**src/rtl/nios2_oci_dct_pkg.sv**
```systemverilog
// Shared widths, atom encodings and FSM state type for the DCT trace packer.
package nios2_oci_dct_pkg;

    localparam int ATOM_W = 2;
    localparam int SLOTS  = 15;
    localparam int BUF_W  = ATOM_W * SLOTS;
    localparam int CNT_W  = 4;

    localparam logic [ATOM_W-1:0] ATOM_NOP       = 2'b00;
    localparam logic [ATOM_W-1:0] ATOM_TAKEN     = 2'b01;
    localparam logic [ATOM_W-1:0] ATOM_NOT_TAKEN = 2'b10;
    localparam logic [ATOM_W-1:0] ATOM_EXC       = 2'b11;

    typedef enum logic [1:0] {
        RUN   = 2'd0,
        DRAIN = 2'd1,
        ENDED = 2'd2
    } dct_state_t;

endpackage

```
**src/rtl/nios2_oci_dct_outreg.sv**
```systemverilog
// Valid/ready holding register for packed trace words; word_timestamp exists
// only when DCT_TIMESTAMP_EN is defined.
module nios2_oci_dct_outreg
    import nios2_oci_dct_pkg::*;
(
    input  logic             clk,
    input  logic             reset,
    input  logic             load,
    input  logic [BUF_W-1:0] load_data,
    input  logic [CNT_W-1:0] load_count,
`ifdef DCT_TIMESTAMP_EN
    input  logic [15:0]      load_timestamp,
    output logic [15:0]      word_timestamp,
`endif
    input  logic             word_ready,
    output logic             word_valid,
    output logic [BUF_W-1:0] word_data,
    output logic [CNT_W-1:0] word_count,
    output logic             free
);

    // The register can take a new word when empty or when it is being drained now.
    assign free = !word_valid || word_ready;

    // NOTE: sequential state uses non-blocking assignments so every register
    // samples pre-edge values regardless of statement order.
    always_ff @(posedge clk) begin
        if (reset) begin
            word_valid     <= 1'b0;
            word_data      <= '0;
            word_count     <= '0;
`ifdef DCT_TIMESTAMP_EN
            word_timestamp <= '0;
`endif
        end else if (load) begin
            word_valid     <= 1'b1;
            word_data      <= load_data;
            word_count     <= load_count;
`ifdef DCT_TIMESTAMP_EN
            word_timestamp <= load_timestamp;
`endif
        end else if (word_ready) begin
            word_valid     <= 1'b0;
        end
    end

endmodule

```
**src/rtl/nios2_oci_dct_packer.sv**
```systemverilog
// DCT packer: packs 2-bit trace atoms into 30-bit words and drains them at
// end of trace. Optional DCT_TIMESTAMP_EN adds a cycle timestamp per word.
module nios2_oci_dct_packer
    import nios2_oci_dct_pkg::*;
(
    input  logic              clk,
    input  logic              reset,
    input  logic              atom_valid,
    input  logic [ATOM_W-1:0] atom,
    input  logic              flush,
    input  logic              end_request,
    input  logic              word_ready,
    output logic              word_valid,
    output logic [BUF_W-1:0]  word_data,
    output logic [CNT_W-1:0]  word_count,
`ifdef DCT_TIMESTAMP_EN
    output logic [15:0]       word_timestamp,
`endif
    output logic [BUF_W-1:0]  dct_buffer,
    output logic [CNT_W-1:0]  dct_count,
    output logic              overflow,
    output logic              test_ending,
    output logic              test_has_ended
);

    dct_state_t       state_q;
    logic [BUF_W-1:0] buf_q;
    logic [CNT_W-1:0] cnt_q;
    logic             flush_pend_q;
    logic             overflow_q;
    logic             out_free;

    logic             in_run, flush_req, atom_in, buf_full, take_atom;
    logic             emit, carry, drop;
    logic [BUF_W-1:0] merged_buf;
    logic [CNT_W-1:0] merged_cnt;

    // NOTE: every always_comb output gets a default first so no latch is inferred.
    always_comb begin
        in_run     = (state_q == RUN);
        flush_req  = in_run ? (flush || flush_pend_q) : (state_q == DRAIN);
        atom_in    = in_run && atom_valid;
        buf_full   = (cnt_q == CNT_W'(SLOTS));
        take_atom  = atom_in && !buf_full;
        merged_buf = buf_q;
        merged_cnt = cnt_q;
        if (take_atom) begin
            merged_buf = buf_q | (BUF_W'(atom) << (ATOM_W * int'(cnt_q)));
            merged_cnt = cnt_q + CNT_W'(1);
        end
        emit  = ((merged_cnt == CNT_W'(SLOTS)) || (flush_req && merged_cnt != '0)) && out_free;
        // An atom meeting a full buffer starts the next word if the full one leaves now.
        carry = atom_in && buf_full && out_free;
        drop  = atom_in && buf_full && !out_free;
    end

    always_ff @(posedge clk) begin
        if (reset) begin
            state_q      <= RUN;
            buf_q        <= '0;
            cnt_q        <= '0;
            flush_pend_q <= 1'b0;
            overflow_q   <= 1'b0;
        end else begin
            if (emit) begin
                buf_q        <= carry ? BUF_W'(atom) : '0;
                cnt_q        <= carry ? CNT_W'(1) : '0;
                flush_pend_q <= carry && flush_req;
            end else begin
                buf_q        <= merged_buf;
                cnt_q        <= merged_cnt;
                flush_pend_q <= in_run && flush_req && (merged_cnt != '0);
            end
            if (drop)
                overflow_q <= 1'b1;
            case (state_q)
                RUN:     if (end_request) state_q <= DRAIN;
                DRAIN:   if (cnt_q == '0 && !word_valid) state_q <= ENDED;
                default: state_q <= ENDED;
            endcase
        end
    end

`ifdef DCT_TIMESTAMP_EN
    logic [15:0] cycle_q;

    always_ff @(posedge clk) begin
        if (reset) cycle_q <= '0;
        else       cycle_q <= cycle_q + 16'd1;
    end
`endif

    nios2_oci_dct_outreg u_outreg (
        .clk            (clk),
        .reset          (reset),
        .load           (emit),
        .load_data      (merged_buf),
        .load_count     (merged_cnt),
`ifdef DCT_TIMESTAMP_EN
        .load_timestamp (cycle_q),
        .word_timestamp (word_timestamp),
`endif
        .word_ready     (word_ready),
        .word_valid     (word_valid),
        .word_data      (word_data),
        .word_count     (word_count),
        .free           (out_free)
    );

    assign dct_buffer     = buf_q;
    assign dct_count      = cnt_q;
    assign overflow       = overflow_q;
    assign test_ending    = (state_q == DRAIN);
    assign test_has_ended = (state_q == ENDED);

endmodule

```
**config.mk**
```make
export PLATFORM = sky130hd
export DESIGN_NAME = nios2_oci_dct_packer
export DESIGN_NICKNAME = d
export VERILOG_FILES = /design/src/rtl/nios2_oci_dct_pkg.sv /design/src/rtl/nios2_oci_dct_outreg.sv /design/src/rtl/nios2_oci_dct_packer.sv
export SDC_FILE = /design/constraint.sdc
export NUM_CORES = 1
export LEC_CHECK = 0
export ABC_AREA = 0
export CAP_MARGIN = 20
export CORE_MARGIN = 3
export CORE_UTILIZATION = 51
export DETAILED_ROUTE_END_ITERATION = 7
export PLACE_DENSITY = 0.84
export SLEW_MARGIN = 20
export SYNTH_ARGS = -nofsm -noshare
export SYNTH_HDL_FRONTEND = slang
export SYNTH_SLANG_ARGS = --single-unit
```
**constraint.sdc**
```tcl
create_clock -name clk -period 4.2 [get_ports clk]
set_clock_uncertainty 0.05 [all_clocks]
set_input_delay 1.26 -clock clk [delete_from_list [all_inputs] [get_ports clk]]
set_output_delay 1.26 -clock clk [all_outputs]
set_load 0.02 [all_outputs]
```
After elaboration in Yosys (flattened, before gate mapping)
Index checks and enable logic that the tools add are counted.

cells by class
  add/subtract/negate cells = 1
  equal/unequal tests = 6
  shifts and indexed selects = 1
  mux-type cells = 13
  bitwise gates (word level) = 1
  reductions and logical operators = 22

operator list
  kind                 count
  $mux 30              2
  $or 30x30->30        1
  $shl 2x5->30         1
  $logic_and 1x1->1    11
  $eq 4x4->1 const B   2
  $mux 4               2
  $mux 2               3
  $mux 1               5
  $add 4x1->4 const B  1
  $logic_not 4->1      1
  $pmux 2 s2           1
  $reduce_bool 4->1    1
  $logic_not 1->1      3
  $logic_or 1x1->1     3
  $eq 2x1->1 const B   1
  $eq 2x2->1 const B   1
  $logic_not 2->1      1
  $ne 2x1->1 const B   1
  $ne 2x2->1 const B   1
  $reduce_and 2->1     1
  $reduce_bool 2->1    1

word-level totals
  bits in registers = 73
  bits of input ports = 8
  output and inout port bits = 72
  logic and storage cells = 52

Depth between registers and ports, before layout
Gate-level depths: netlist of run 1.

  word-level depth = 9
  depth in mapped cells = 9
  mapped depth without buffers = 7

By module
From an unflattened synthesis of run 1, not the netlist that was laid out.

unflattened totals
  cells, all modules = 285
  area, all modules = 2905.3 um^2

by module, submodules not included
  module                instances  cells an instance  area each (um^2)  seq. area each (um^2)
  nios2_oci_dct_packer  1          171                1632.8            760.7
  nios2_oci_dct_outreg  1          114                1272.5            700.7

Worst setup path after synthesis of run 1
No wires, ideal clock.

  path type = input to register
  start point = in atom_valid
  end point = reg u_outreg.word_data[10]
  library setup time = 121 ps
  data arrival time = 2859 ps
  required time = 4029 ps
  setup slack = 1170 ps
  stages = 7
  buffers on the path = 2
  cells stage by stage = or4b_1 o21a_1 a32oi_4 a21o_1 buf_6 buf_12 mux2_4

between the ends
  longest elaborated chain between the ends = 7
  elaborated cells between the ends (all ways) = 9
  those cells by class = 1 x eq/ne; 2 x mux; 6 x reduce/logical

ends and longest elaborated chain
  element                 line                        source
  start: declaration      nios2_oci_dct_packer.sv:8   input logic atom_valid,
  $logic_and 1x1->1 (*)   nios2_oci_dct_packer.sv:42  atom_in = in_run && atom_valid;
  $logic_and 1x1->1 (*)   nios2_oci_dct_packer.sv:44  take_atom = atom_in && !buf_full;
  $mux 4                  nios2_oci_dct_packer.sv:47  if (take_atom) begin
  $reduce_bool 4->1       nios2_oci_dct_packer.sv:51  emit = ((merged_cnt == CNT_W'(SLOTS)) || (flush_req && merged_cnt != '0)) && out_free;
  $logic_and 1x1->1       nios2_oci_dct_packer.sv:51
  $logic_or 1x1->1        nios2_oci_dct_packer.sv:51
  $logic_and 1x1->1       nios2_oci_dct_packer.sv:51
  end signal: assignment  nios2_oci_dct_outreg.sv:37  word_data <= load_data;
  end: declaration        nios2_oci_dct_outreg.sv:17  output logic [BUF_W-1:0] word_data,

Every way passes the cells marked *; elsewhere a longest branch is shown, timed or not.
A chain may end at the register's enable or synchronous reset.

Final worst setup path of run 1
  start point = in atom_valid
  end point = reg u_outreg.word_data[2]

Same word-level chain as after synthesis.

==> key figures, run 1 <==
CTS
  • CTS Sinks: 73
  • Max clock buf depth: 2
  • Root cell of the clock tree: clkbuf_8
  • CTS tree: built
  • H-Tree Depth: 3
  • Post-cts resize count: 0
  • # Post-CTS Setup Buffers: 0
  • Clk slew on worst S/H paths: 0.08 ns
  • Clock Latency Late Sink: 0.34 ns
  • Total CTS buffers: 9
  • Hold-fix buffers at CTS: 0

Yosys
  • Syn Inst Count: 325
  • Synth Warn #: 0
  • Area leader, netlist: dfxtp_1
  • Yosys reg bits: 73
  • Mapped Nets: 335
  • Sequential fraction of the synthesis area: 0.465
  • Most frequent cell after synthesis: dfxtp_1
  • Mapped Area: 3140 µm²
  • Post-synth top flop: dfxtp_1
  • EDFF count, synth: 0
  • Post-synthesis cell type count: 55
  • Post-Syn Area per Cell: 9.67 µm²
  • Asr flop ratio synth: 0
  • Synth area leaders: dfxtp_1 (46%), nor3_1 (4.3%), mux2_4 (3.8%)
  • Post-synth top area share: 0.465
  • Synth cell count leaders: dfxtp_1 (73), nand2_1 (32), nor3_1 (27)

Floorplan
  • Core area: 5740 µm²
  • Chip Height: 84.5 µm
  • Number of top-level pins: 80
  • Initial core utilization: 0.547
  • Rows: 27
  • Die Area: 7140 µm²
  • Die Span X: 84.5 µm

Power and ir drop
  • Leakage Power: 1.68 nW
  • Pwr Total: 2.05 mW
  • Max rail drop VDD: 0.330 mV
  • Pwr dens: 491 nW/µm²

Setup path
  • CP startpoint: atom_valid
  • Reg-to-Reg Start: dct_count[0]
  • Worst-path cell chain: clkdlybuf4s50_1 > nor3b_2 > nand2_1 > o311ai_2 > a21o_1 > buf_12 > mux2_2
  • CP Class: in -> reg
  • Critical path's slowest cell: clkdlybuf4s50_1
  • CP bufs+invs: 2
  • Critical Path Max Stage Delay: 0.51 ns
  • CP Launch Type: input pin
  • Delay-heaviest family, CP: buffers and inverters
  • Worst setup EP type: flip-flop
  • Critical Path RT: 4.39 ns
  • CP Data Arrival Time: 3.73 ns
  • Critical Path Fanout Max: 34

Final layout
  • Share of cells above drive strength 1: 0.129
  • Antenna Cells: 0
  • Syn-to-layout area delta: 32.9%
  • Nets@finish: 409

Timing
  • Worst Tran Pin Value: 0.682 ns
  • Total negative slack: 0 ns
  • Fmax: 282 MHz
  • Setup violators final: 0
  • Max Slew Vio Count: 0
  • Fin crit period: 3.54 ns
  • RSZ-0062 raised after global routing: no
  • Tcrit/Tclk final: 0.843
  • Max_slew headroom: 0.542
  • Final hold violations: 0

Worst hold path
  • Min-delay worst type: reg -> reg
  • Min-Delay Startpoint: u_outreg.word_data[1]

Routing
  • Via count: 2727
  • Number of remaining DRC errors: 0
  • Post-route ant nets: 0
  • Initial DRT Pass Iterations: 5
  • Routed WL: 8250 µm
  • Vias per inst: 5.74
  • Initial DRC Count: 249
  • WL/cell: 17.4 µm

GRT
  • Met1 Resource Use GR: 0.334
  • M2 GR Usage: 0.345
  • GRT overflow: 0
  • GR peak layer: met2
  • Vias in the first global route: 2653
  • Met3 usage: 0.0628
  • Largest net degree at the start of global routing: 36
  • All-Layer GR Usage: 0.238
  • Initial antenna violation count: 0
  • First-pass GRT wire length: 13600 µm

Placed design
  • Port Buffer Count: 79
  • HPWL after DPL: 5780 µm
  • Global placer's final weighted congestion: 0.858

Status
  • Status: finished, final reports clean

Run
  • Max Cap Viol: 0
-- power by group --
| part | internal (mW) | total, mW | switching, mW |
|---|---|---|---|
| clock | 0.350 | 0.614 | 0.264 |
| combinational | 0.269 | 0.613 | 0.345 |
| sequential | 0.763 | 0.822 | 0.0590 |
| total | 1.38 | 2.05 | 0.667 |
-- path summary, 6_finish.rpt --
path	to	slack (ns)	cells after the start
max	u_outreg.word_data[2]	0.66	7
min	u_outreg.word_data[1]	0.42	2
max reg2reg	u_outreg.word_data[2]	1.24	8
min reg2reg	u_outreg.word_data[1]	0.42	2
-- metal layers --
layer / wire [µm] / vias up
li1: - / 1306
met1: 3690 / 1287
met2: 3770 / 120
met3: 652 / 14
met4: 150 / 0
met5: 0 / -
-- worst min-delay path: cells and delay by family, from the launching register on --
family           cells  cell delay (ns)
DFF                  1             0.31
muxes                1             0.06
and+or+nand+nor      1             0.05
-- state kept, by name, indices dropped and copies added (netlist names) --
register,cells
flush_pend_q,1
dct_count,4
dct_buffer,30
overflow,1
u_outreg.word_valid,1
state_q,2
u_outreg.word_count,4
u_outreg.word_data,30
-- final cells by class --
| class | count | area, µm² |
|---|---|---|
| well taps | 72 | 90.1 |
| clock buffers | 11 | 141 |
| repair buffers | 87 | 858 |
| flip-flops and latches | 73 | 1460 |
| multi-input cells | 223 | 1530 |
| clock inverters | 4 | 77.6 |
| inverters | 5 | 18.8 |
| fillers | 428 | 1570 |
-- stage by stage --
stage | setup WS [ns] | cells | util | hold slack, ns | area [µm²]
after floorplan | 1.17 | 325 | - | 0.481 | 3140
after global placement | 0.484 | 460 | 0.689 | 0.401 | 3960
after detailed placement | 0.338 | 460 | 0.689 | 0.401 | 3960
after CTS | 0.724 | 475 | 0.727 | 0.420 | 4180
after global routing | 0.561 | 475 | 0.727 | 0.448 | 4180
final | 0.657 | 475 | 0.727 | 0.417 | 4180
-- cell families (layout without fill, tap and decap cells) --
kind of cell | Yosys count | count (layout) | synth area share
AND/OR/NAND/NOR | 128 | 128 | 0.209
flip-flops | 73 | 73 | 0.465
XOR/XNOR | 1 | 1 | 0.00279
AO/OA/AOI/OAI | 72 | 72 | 0.188
buffers and inverters | 29 | 107 | 0.0486
multiplexers | 20 | 20 | 0.0780
adder cells (fa/ha/maj) | 2 | 2 | 0.00796
-- placed cells by master, fill, tap and decap left out, types with 5 or more instances in the layout --
cell and instances:
clkbuf_8 10, a21oi_1 18, nor2b_1 19, nor2_1 19, a21o_1 7, mux2_4 8
clkdlybuf4s50_1 78, and3_1 12, dfxtp_1 73, nand2_1 32, mux2i_1 8, and2_1 5
a22oi_1 8, a2bb2oi_2 6, buf_4 7, nor3_1 27
Note: power is estimated with default switching activity, not from simulation.
==> run 2, diff against run 1 <==
- CORE_UTILIZATION: 51 -> 44
- PLACE_DENSITY: 0.84 -> 0.77
- clock period: 4.2 -> 3.25 ns (I/O delays scaled with it)
==> key figures, run 2 (synthesis results as in run 1) <==
Setup path
  • CP Launch Type: input pin
  • CP bufs+invs: 2 (unchanged)
  • Worst R2R Path Depth: 8 (unchanged)
  • Critical Path RT: 3.44 ns (-0.95 ns)
  • RR Endpoint: u_outreg.word_data[2]
  • Critical Path Max Stage Delay: 0.51 ns (about the same)
  • Worst setup EP type: flip-flop
  • R2R setup slack: 0.64 ns (-0.60 ns)
  • Critical path's slowest cell: clkdlybuf4s50_1
  • Reg-to-Reg Start: dct_count[1]
  • Number of stages on the worst setup path: 7 (unchanged)
  • Worst-path cell chain: clkdlybuf4s50_1 > or4b_1 > o21a_1 > a32oi_4 > a21o_1 > buf_12 > mux2_2
  • Delay-heaviest family, CP: buffers and inverters
  • CP Class: in -> reg
  • Critical Path Fanout Max: 15 (-56%)
  • CP Data Arrival Time: 3.09 ns (-0.64 ns)

CTS
  • Total CTS buffers: 9 (unchanged)
  • Root cell of the clock tree: clkbuf_8
  • Clock Latency Late Sink: 0.35 ns (about the same)
  • Hold-fix buffers at CTS: 0 (unchanged)
  • CTS Sinks: 73 (unchanged)
  • CTS tree: built
  • # Post-CTS Setup Buffers: 0 (unchanged)
  • H-Tree Depth: 3 (unchanged)
  • Max clock buf depth: 2 (unchanged)
  • Post-cts resize count: 0 (unchanged)
  • Clk slew on worst S/H paths: 0.08 ns (about the same)

Placed design
  • HPWL after DPL: 6030 µm (+4.4%)
  • Port Buffer Count: 79 (unchanged)
  • Global placer's final weighted congestion: 0.853 (-0.57%)

Power and ir drop
  • Pwr dens: 610 nW/µm² (+24%)
  • Flop pwr share: 0.399 (-0.002)
  • Pwr Total: 2.64 mW (+29%)
  • Max rail drop VDD: 0.454 mV (+38%)
  • Cell Int Power: 1.76 mW (+28%)
  • Leakage Power: 1.76 nW (+4.5%)
  • Sw power: 0.879 mW (+32%)
  • Clock power share: 0.276 (-0.023)
  • Combinational Power Share: 0.325 (+0.026)
  • Sw frac: 0.333 (+0.00701)

Final layout
  • Antenna Cells: 0 (unchanged)
  • Share of cells above drive strength 1: 0.164 (+0.0353)
  • Nets@finish: 425 (+3.9%)
  • Syn-to-layout area delta: 38.0%
  • Most common cell after layout, fill and taps aside: clkdlybuf4s50_1
  • Multi-input logic area: 1530 µm² (unchanged)
  • Register Area: 1460 µm² (unchanged)
  • Most frequent cells in the layout: clkdlybuf4s50_1 (78), dfxtp_1 (73), nand2_1 (32), nor3_1 (27), buf_4 (21)
  • FILL cells: 574 (+34%)

Timing
  • Final hold violations: 0 (unchanged)
  • Total negative slack: 0 ns (unchanged)
  • RSZ-0062 raised after global routing: no
  • Fmax: 345 MHz
  • Setup violators final: 0 (unchanged)
  • Tcrit/Tclk final: 0.891
  • Max_slew headroom: 0.643 (+0.101)
  • Fin crit period: 2.90 ns
  • Max Slew Vio Count: 0 (unchanged)
  • Worst Tran Pin Value: 0.535 ns (-0.146 ns)

Routing
  • Vias per inst: 5.32 (-7.4%)
  • Initial DRT Pass Iterations: 4 (-1)
  • Post-route ant nets: 0 (unchanged)
  • Number of remaining DRC errors: 0 (unchanged)
  • WL/cell: 16.3 µm (-5.9%)
  • Via count: 2743 (+0.59%)
  • Routed WL: 8430 µm (+2.2%)
  • Initial DRC Count: 258 (+3.6%)

GRT
  • Initial antenna violation count: 0 (unchanged)
  • GRT overflow: 0 (unchanged)
  • Largest net degree at the start of global routing: 36 (unchanged)
  • Vias in the first global route: 2796 (+5.4%)
  • All-Layer GR Usage: 0.213 (-0.0253)
  • First-pass GRT wire length: 14000 µm (+2.9%)

Floorplan
  • Die Area: 8190 µm² (+15%)
  • Chip Height: 90.5 µm (+7.1%)
  • Number of top-level pins: 80 (unchanged)
  • Initial core utilization: 0.458 (-0.0897)
  • Die Span X: 90.5 µm (+7.1%)
  • Rows: 30 (+11%)
  • Core area: 6870 µm² (+20%)

Worst hold path
  • Hold Path Sink: u_outreg.word_data[27]
  • Min-delay worst type: reg -> reg
  • Worst Hold Depth: 2 (unchanged)
  • Min-Delay Startpoint: u_outreg.word_data[27]

Status
  • Status: finished, final reports clean

Run
  • Max Cap Viol: 0 (unchanged)
==> run 2: changes by cell type in the layout (fill, tap and decap cells not counted), sizes merged <==
cell	change
buf	+16
bufinv	-1
clkinv	-1
clkinvlp	+2
inv	+1
==> run 2: power groups by stage <==
stage | combinational (mW) | sequential (mW) | clock [mW]
6_report | 0.858 | 1.05 | 0.731
5_1_grt | 0.915 | 1.07 | 0.776
4_1_cts | 0.863 | 1.05 | 0.732
3_5_place_dp | 0.856 | 1.07 | 0
3_3_place_gp | 0.847 | 1.07 | 0
2_1_floorplan | 0.430 | 1.16 | 0
==> run 2: worst max path at each step <==
| stage | start | to | slack (ns) |
|---|---|---|---|
| 2_1_floorplan | atom_valid | u_outreg.word_data[10] | 0.50 |
| 5_1_grt | atom_valid | u_outreg.word_count[2] | 0.27 |
| 6_report | atom_valid | u_outreg.word_data[2] | 0.35 |
| 3_3_place_gp | atom_valid | u_outreg.word_data[2] | 0.01 |
| 3_5_place_dp | atom_valid | u_outreg.word_data[2] | -0.008 |
| 4_1_cts | atom_valid | u_outreg.word_data[2] | 0.35 |
==> run 2: layer usage <==
| layer | share of wire | wire length (µm) | track usage |
|---|---|---|---|
| met1 | 0.43 | 3640 | 0.270 |
| met2 | 0.47 | 4010 | 0.338 |
| met3 | 0.074 | 626 | 0.0642 |
| met4 | 0.019 | 162 | 0.0804 |
| met5 | 0 | 0 | 0 |
==> run 2: stage by stage <==
| step | utilization | area, µm² | instances | hold WS, ns | setup slack (ns) |
|---|---|---|---|---|---|
| floorplan | - | 3140 | 325 | 0.481 | 0.505 |
| global placement | 0.602 | 4130 | 500 | 0.399 | 0.0149 |
| detailed placement | 0.602 | 4130 | 500 | 0.400 | -0.00819 |
| CTS | 0.631 | 4340 | 516 | 0.416 | 0.352 |
| global route | 0.631 | 4340 | 516 | 0.439 | 0.266 |
| finish | 0.631 | 4340 | 516 | 0.413 | 0.353 |
==> run 2: area by class of cell <==
cell class,count,area share
clock buffer,11,0.0326
inverter,5,0.00433
tap,96,0.0277
multi-input combinational,223,0.353
timing repair buffer,103,0.231
clock inverter,5,0.0144
sequential,73,0.337
==> run 2: worst reg2reg max path: cells and delay by family (launching register included) <==
| kind | cells | cell delay [ns] |
|---|---|---|
| AOI/OAI and AO/OA | 3 | 0.59 |
| adders and majority gates | 1 | 0.39 |
| buffers and inverters | 2 | 0.34 |
| DFF | 1 | 0.56 |
| muxes | 1 | 0.36 |
| and+or+nand+nor | 1 | 0.21 |
==> run 3, diff against run 2 <==
- PLACE_DENSITY: 0.77 -> 0.73
==> key figures, run 3 (synthesis results as in run 1) <==
Status
  • Status: finished, final reports clean

Routing
  • Initial DRC Count: 202 (-22%)
  • WL/cell: 16.8 µm (+2.5%)
  • Number of remaining DRC errors: 0 (unchanged)
  • Post-route ant nets: 0 (unchanged)
  • Routed WL: 8610 µm (+2.1%)
  • Vias per inst: 5.47 (+2.9%)
  • Initial DRT Pass Iterations: 5 (+1)
  • Via count: 2812 (+2.5%)

Final layout
  • Finished layout cell area: 4350 µm² (+0.20%)
  • Antenna Cells: 0 (unchanged)
  • Final Core Density: 0.633 (+0.00128)
  • Most frequent cells in the layout: clkdlybuf4s50_1 (78), dfxtp_1 (73), nand2_1 (32), nor3_1 (27)
  • Share of cells above drive strength 1: 0.163 (-0.00161)
  • Nets@finish: 423 (-0.47%)
  • Most common cell after layout, fill and taps aside: clkdlybuf4s50_1
  • Layout Cells excl Fill: 514 (-0.39%)
  • Syn-to-layout area delta: 38.3%

Placed design
  • Cells after DPL: 498 (-0.40%)
  • Port Buffer Count: 79 (unchanged)
  • Global placer's final weighted congestion: 0.837 (-1.9%)
  • HPWL after DPL: 6020 µm (-0.17%)
  • Area post-placement: 4120 µm² (-0.36%)

Timing
  • RSZ-0062 raised after global routing: no
  • Max Slew Vio Count: 0 (unchanged)
  • Final hold violations: 0 (unchanged)
  • Max_slew headroom: 0.549 (-0.0935)
  • Fmax: 339 MHz (-1.8%)
  • Worst Tran Pin Value: 0.675 ns (+0.140 ns)
  • Fin crit period: 2.95 ns (+0.0539 ns)
  • Tcrit/Tclk final: 0.908 (+0.0166)
  • Setup violators final: 0 (unchanged)

GRT
  • Initial antenna violation count: 0 (unchanged)
  • First-pass GRT wire length: 14200 µm (+0.88%)
  • GRT overflow: 0 (unchanged)
  • Largest net degree at the start of global routing: 28 (-22%)
  • Vias in the first global route: 2756 (-1.4%)
  • All-Layer GR Usage: 0.214 (+0.00150)

Setup path
  • CP Class: in -> reg
  • CP Launch Type: input pin
  • Critical Path RT: 3.47 ns (+0.03 ns)
  • CP Data Arrival Time: 3.17 ns (+0.08 ns)
  • R2R setup slack: 0.43 ns (-0.21 ns)
  • Worst setup EP type: flip-flop
  • Critical Path Fanout Max: 18 (+3)

Power and ir drop
  • Pwr Total: 2.73 mW (+3.2%)
  • Pwr dens: 628 nW/µm² (+3.0%)
  • Leakage Power: 1.76 nW (+0.33%)
  • Max rail drop VDD: 0.412 mV (-9.1%)

CTS
  • # Post-CTS Setup Buffers: 0 (unchanged)
  • Max clock buf depth: 2 (unchanged)
  • Total CTS buffers: 9 (unchanged)
  • Clk slew on worst S/H paths: 0.08 ns (about the same)
  • Hold-fix buffers at CTS: 0 (unchanged)
  • CTS tree: built
  • H-Tree Depth: 3 (unchanged)
  • Post-cts resize count: 0 (unchanged)
  • Clock Latency Late Sink: 0.35 ns (about the same)
  • Root cell of the clock tree: clkbuf_8
  • CTS Sinks: 73 (unchanged)

Floorplan
  • Chip Height: 90.5 µm (unchanged)
  • Number of top-level pins: 80 (unchanged)
  • Rows: 30 (unchanged)
  • Die Area: 8190 µm² (unchanged)
  • Die Span X: 90.5 µm (unchanged)
  • Initial core utilization: 0.458 (unchanged)
  • Core area: 6870 µm² (unchanged)

Run
  • Max Cap Viol: 0 (unchanged)

Worst hold path
  • Min-delay worst type: reg -> reg
-- run 3: report_power, final --
part / internal, mW / total (mW) / switching [mW]
combinational: 0.395 / 0.854 / 0.460
clock: 0.456 / 0.808 / 0.352
sequential: 0.987 / 1.07 / 0.0786
total: 1.84 / 2.73 / 0.891
-- run 3: final timing paths --
check                                            start  cells past startpoint                      to
worst max register to register            dct_count[0]                      9  u_outreg.word_data[28]
worst max-delay path                        atom_valid                      8  u_outreg.word_data[28]
worst min-delay path            u_outreg.word_data[27]                      2  u_outreg.word_data[27]
worst min register to register  u_outreg.word_data[27]                      2  u_outreg.word_data[27]
-- run 3: cell type report --
| type | instances | area [µm²] |
|---|---|---|
| repair buffers | 101 | 988 |
| multi-input cells | 223 | 1530 |
| clock buffers | 10 | 138 |
| fillers | 577 | 2520 |
| flip-flops and latches | 73 | 1460 |
| well taps | 96 | 120 |
| inverters | 5 | 18.8 |
| clock inverters | 6 | 90.1 |
-- run 3: per-stage QoR --
| stage | TNS [ns] | hold slack, ns | setup slack (ns) |
|---|---|---|---|
| after floorplan | 0 | 0.481 | 0.505 |
| after global placement | 0 | 0.394 | 0.0252 |
| after detailed placement | -0.227 | 0.405 | -0.0486 |
| after CTS | 0 | 0.421 | 0.329 |
| after global routing | 0 | 0.430 | 0.232 |
| final | 0 | 0.422 | 0.299 |
-- run 3: routing by layer --
metal  GRT usage  up-vias  share of wire
li1            -     1336              -
met2       0.332      107           0.46
met4      0.0663        0          0.011
met1       0.288     1362           0.46
met5           0        -              0
met3      0.0608        7          0.067
-- run 3: worst max-delay path: stages --
cell             delay (ns)
clkdlybuf4s50_1        0.50
or4b_1                 0.47
o21a_1                 0.22
a32oi_4                0.21
a21o_1                 0.20
buf_12                 0.18
buf_4                  0.22
a2bb2oi_1              0.19
